File: config.mk
export PLATFORM = sky130hd
export DESIGN_NAME = memory_rd_seq
export DESIGN_NICKNAME = d
export VERILOG_FILES = /design/src/rtl/memory_rd_seq.sv
export SDC_FILE = /design/constraint.sdc
export NUM_CORES = 1
export LEC_CHECK = 0
export CORE_UTILIZATION = 35
export CTS_CLUSTER_SIZE = 25
export DETAILED_ROUTE_END_ITERATION = 12
export PLACE_DENSITY = 0.64
export SLEW_MARGIN = 30
export SYNTH_ARGS = -nofsm -noshare
export SYNTH_HDL_FRONTEND = slang
export SYNTH_SLANG_ARGS = --single-unit
File: constraint.sdc
create_clock -name clk -period 2 [get_ports clk]
set_input_delay 0.4 -clock clk [delete_from_list [all_inputs] [get_ports clk]]
set_output_delay 0.4 -clock clk [all_outputs]
set_load 0.02 [all_outputs]
File: src/rtl/memory_rd_seq.sv
// memory_rd_seq: read-side sequencer for the 8-bit x 64-entry sample memory.
// On start it reads count consecutive words from base_addr, one read in
// flight at a time, and streams each word out over a valid/ready handshake.
// Optional feature macro: MEM_RD_SUM_EN adds a running sum output of the
// words handed off during the current transfer.
module memory_rd_seq #(
   parameter int DW = 8,
   parameter int AW = 6
) (
   input  logic          clk,
   input  logic          rst,
   input  logic          start,
   input  logic [AW-1:0] base_addr,
   input  logic [AW:0]   count,
   output logic [AW-1:0] mem_addr,
   output logic          mem_wr,
   input  logic [DW-1:0] mem_rdata,
   output logic [DW-1:0] rd_data,
   output logic          rd_valid,
   input  logic          rd_ready,
   output logic          busy,
   output logic          done
`ifdef MEM_RD_SUM_EN
   ,
   output logic [DW+AW-1:0] sum
`endif
);

   typedef enum logic [2:0] {
      S_IDLE,
      S_ADDR,
      S_LOAD,
      S_SEND,
      S_FIN
   } state_t;

   state_t      state, state_nxt;
   logic [AW:0] remaining;   // words still to hand off, including the current one
   logic        zero_done;   // done pulse for a count==0 request, issued from IDLE
   logic        start_ok;
   logic        handshake;

   // Start is only honoured in IDLE; a word leaves only from SEND.
   assign start_ok  = (state == S_IDLE) && start;
   assign handshake = (state == S_SEND) && rd_ready;

   // The sequencer never writes the memory.
   assign mem_wr = 1'b0;

   // State register.
   // NOTE: sequential state is assigned with <= so every flop samples the
   // pre-edge values; blocking = here would create order-dependent races.
   always_ff @(posedge clk) begin
      if (rst) state <= S_IDLE;
      else     state <= state_nxt;
   end

   // Next-state logic.
   // NOTE: state_nxt gets a default before the case so no path leaves it
   // unassigned, which would otherwise infer a latch.
   always_comb begin
      state_nxt = state;
      case (state)
         S_IDLE: if (start && (count != '0)) state_nxt = S_ADDR;
         S_ADDR: state_nxt = S_LOAD;
         S_LOAD: state_nxt = S_SEND;
         S_SEND: begin
            if (rd_ready) begin
               if (remaining == 1) state_nxt = S_FIN;
               else                state_nxt = S_ADDR;
            end
         end
         S_FIN:   state_nxt = S_IDLE;
         default: state_nxt = S_IDLE;
      endcase
   end

   // Status outputs decoded from the current state.
   always_comb begin
      busy     = (state != S_IDLE);
      rd_valid = (state == S_SEND);
      done     = (state == S_FIN) || zero_done;
   end

   // Datapath: read address, captured word and remaining-word counter.
   always_ff @(posedge clk) begin
      if (rst) begin
         mem_addr  <= '0;
         rd_data   <= '0;
         remaining <= '0;
         zero_done <= 1'b0;
      end else begin
         zero_done <= start_ok && (count == '0);
         if (start_ok && (count != '0)) begin
            mem_addr  <= base_addr;
            remaining <= count;
         end
         if (state == S_LOAD) rd_data <= mem_rdata;
         if (handshake) begin
            remaining <= remaining - 1'b1;
            // Last word keeps its address; otherwise step on, wrapping 63 -> 0.
            if (remaining != 1) mem_addr <= mem_addr + 1'b1;
         end
      end
   end

`ifdef MEM_RD_SUM_EN
   // Running sum of handed-off words; held after done until the next start.
   always_ff @(posedge clk) begin
      if (rst)            sum <= '0;
      else if (start_ok)  sum <= '0;
      else if (handshake) sum <= sum + {{AW{1'b0}}, rd_data};
   end
`endif

endmodule
==> results.cfg <==
[place]
dp_slack_ps = -149
portBuffers = 41
gp_congestion = 0.790
dpl-instance-area_um2 = 1810
dpl.hpwl_mm = 2.32

[setup_path]
path_cells = clkdlybuf4s50_1 > or4b_4 > a21o_1 > o32a_1 > o22ai_1
path_max_fanout = 12
worstSetupPathType = in -> reg
worst-path-buf-inv = 1
start_kind = primary input
crit_family = compound AO/OA/AOI/OAI gates
cpPeakStageDelay_ps = 490
crit_path_top_delay_cell = or4b_4
cp.required_ps = 2250
arrival_ps = 2060
end_kind = register

[cts]
clk_latency_ps = 310
cts_root_buf = clkbuf_4
clockBufferDepth = 2
clock_sinks = 25
cts_hold_buf = 0
clk_pin_slew_ps = 130
cts_tree = yes
htree_levels = 1
numCtsBuffers = 3

[synthesis]
ys_warn_count = 0
yosys_register_bits = 25
muxShareOfSynthArea_pct = 9.48
syn_area_per_cell_um2 = 9.14
yosys.area_share.simple_pct = 23.9
synth_ff_type = dfxtp_1
synth-xor-area-share_pct = 0
netlist_instances = 140
synth_compound_area_share_pct = 19.3
yosys.area_share.adder_pct = 2.93
syn_nets = 168
yosysSeqAreaShare_pct = 39.1
synth_top_family_by_area = simple AND/OR/NAND/NOR gates
synth_enable_flop_cells = 0
syn_area_um2 = 1280
synth_cell_types = 42
synthArstFlopShare_pct = 0

[final_layout]
area_growth_pct = 43.6
design_area_um2 = 1840
num_antenna_cells = 0
nNetsFinal = 218
fill_cells = 326
final_layout_size_suffix_gt1_share_pct = 12.2

[routing]
drt_iter0_markers = 40
antenna_left = 0
dr_total_vias = 1230
firstDrtPassIters = 4
totalWireLength_mm = 3.14
drc = 0
via_per_inst = 5.23
wl_per_cell_um = 13.3

[pwr]
ir_drop_mv = 0.274
power_density_nw_per_um2 = 623
leakage_nw = 0.696
finalPower_mw = 1.14

[timing]
clock_skew_ps = 2.22
final.setup.tns_ps = 0
rsz0062_at_grt = no
hold_viol = 0
timing.fmax_ghz = 0.550
fin_crit_sh_pct = 90.9
drv_slew = 0
tightestPinTransition_ps = 505
min_period_ps = 1820
setup_slack_ps = 183
setup_viol = 0
slew_headroom_pct = 66.1

[die]
fp.dieW_um = 62.5
dieArea_um2 = 3900
pin_count = 43
num_rows = 21
initial_utilization_pct = 37.5
die_h_um = 62.5
core_area_um2 = 3420

[outcome]
outcome = completed

[grt]
grt_pass1_wl_mm = 5.41
grt_pass1_vias = 1236
antenna_found_initial = 0
gr-total-overflow = 0
grt_max_degree = 30
grt_usage_pct = 16.9

[min_path]
hold_class = reg -> reg

[flow_run]
cap_violations = 0
Yosys cell counts, types with 2 or more instances:
| cell type | number | area (um2) |
|---|---|---|
| dfxtp_1 | 25 | 500 |
| nor2_1 | 14 | 52.6 |
| nand2_1 | 12 | 45.0 |
| mux2i_1 | 11 | 110 |
| nand3_1 | 9 | 45.0 |
| a31oi_1 | 5 | 31.3 |
| inv_1 | 5 | 18.8 |
| a21oi_1 | 4 | 20.0 |
| nand2b_1 | 4 | 25.0 |
| or3_1 | 4 | 25.0 |
| a21o_1 | 3 | 22.5 |
| ha_1 | 3 | 37.5 |
| nor3_1 | 3 | 15.0 |
| o22ai_1 | 3 | 18.8 |
| a2bb2oi_1 | 2 | 17.5 |
| a32oi_1 | 2 | 17.5 |
| and3_1 | 2 | 12.5 |
| buf_1 | 2 | 7.51 |
| buf_6 | 2 | 22.5 |
| nor3b_1 | 2 | 15.0 |
| o211ai_1 | 2 | 15.0 |
area by class of cell:
| class | instances | area [um2] | share of cell area (%) |
|---|---|---|---|
| Multi-Input combinational cell | 103 | 714 | 38.9 |
| Inverter | 5 | 18.8 | 1.02 |
| Tap cell | 46 | 57.6 | 3.13 |
| Sequential cell | 25 | 503 | 27.4 |
| Clock buffer | 4 | 26.3 | 1.43 |
| Timing Repair Buffer | 52 | 518 | 28.2 |
sequential cells by signal (all words and copies together), names as in the netlist:
register,count
mem_addr,6
remaining,7
rd_data,8
zero_done,1
state,3
through the flow:
step / hold WS [ps] / instances / util [%]
floorplan: 460 / 140 / -
global placement: 471 / 231 / 53.0
detailed placement: 490 / 231 / 53.0
CTS: 506 / 235 / 53.7
global route: 545 / 235 / 53.8
finish: 516 / 235 / 53.8
final timing paths:
check                                 start                         to  slack, ps  cells after the start
hold / removal    remaining[5]$_SDFFE_PP0P_  remaining[5]$_SDFFE_PP0P_        520                      2
setup reg to reg      state[0]$_SDFFE_PP0P_     mem_addr[5]$_SDFF_PP0_        290                      4
setup / recovery                      start     mem_addr[5]$_SDFF_PP0_        180                      5
hold reg to reg   remaining[5]$_SDFFE_PP0P_  remaining[5]$_SDFFE_PP0P_        520                      2
per-layer routing:
layer  up-vias  track usage (%)  wire (um)
met4         0             5.23         13
li1        609                -          -
met3         2             3.65        208
met1       579             21.4       1450
met2        40             28.4       1470
met5         -                0          0
worst register-to-register path, cell delays in order, from the launching register on:
cell and delay [ps]:
dfxtp_2 390, or4b_4 570, a21o_1 310, o32a_1 220
o22ai_1 160
cell usage in the layout (no fill, tap or decap), types with 3 or more instances in the layout:
cell type        Yosys  layout
clkbuf_4             0       3
inv_1                5       5
mux2i_1             11      11
or3_1                4       4
a21oi_1              4       4
clkdlybuf4s50_1      0      38
nor3_1               3       3
o22ai_1              3       3
a21o_1               3       3
nand3_1              9       9
nand2_1             12      12
a31oi_1              5       5
nor2_1              14      14
dfxtp_1             25      23
ha_1                 3       3
buf_4                1       9
nand2b_1             4       4
logic make-up (layout without fill, tap and decap cells):
group | count (synthesis) | in the layout
DFF | 25 | 25
AOI/OAI and AO/OA | 30 | 30
muxes | 12 | 12
and+or+nand+nor | 57 | 57
adders and majority gates | 3 | 3
buffers and inverters | 12 | 61
other | 1 | 1
repair_timing:
action | CTS | global route
gates cloned | 0 | 0
resized for setup | 2 | 3
setup endpoints to repair | 2 | 1
setup buffers | 0 | 0
power by group:
part	total, mW	switching [mW]	internal [mW]
sequential	0.580	0.0409	0.539
combinational	0.338	0.157	0.181
clock	0.227	0.149	0.0779
total	1.14	0.347	0.798
(Power assumes the default switching activity.)
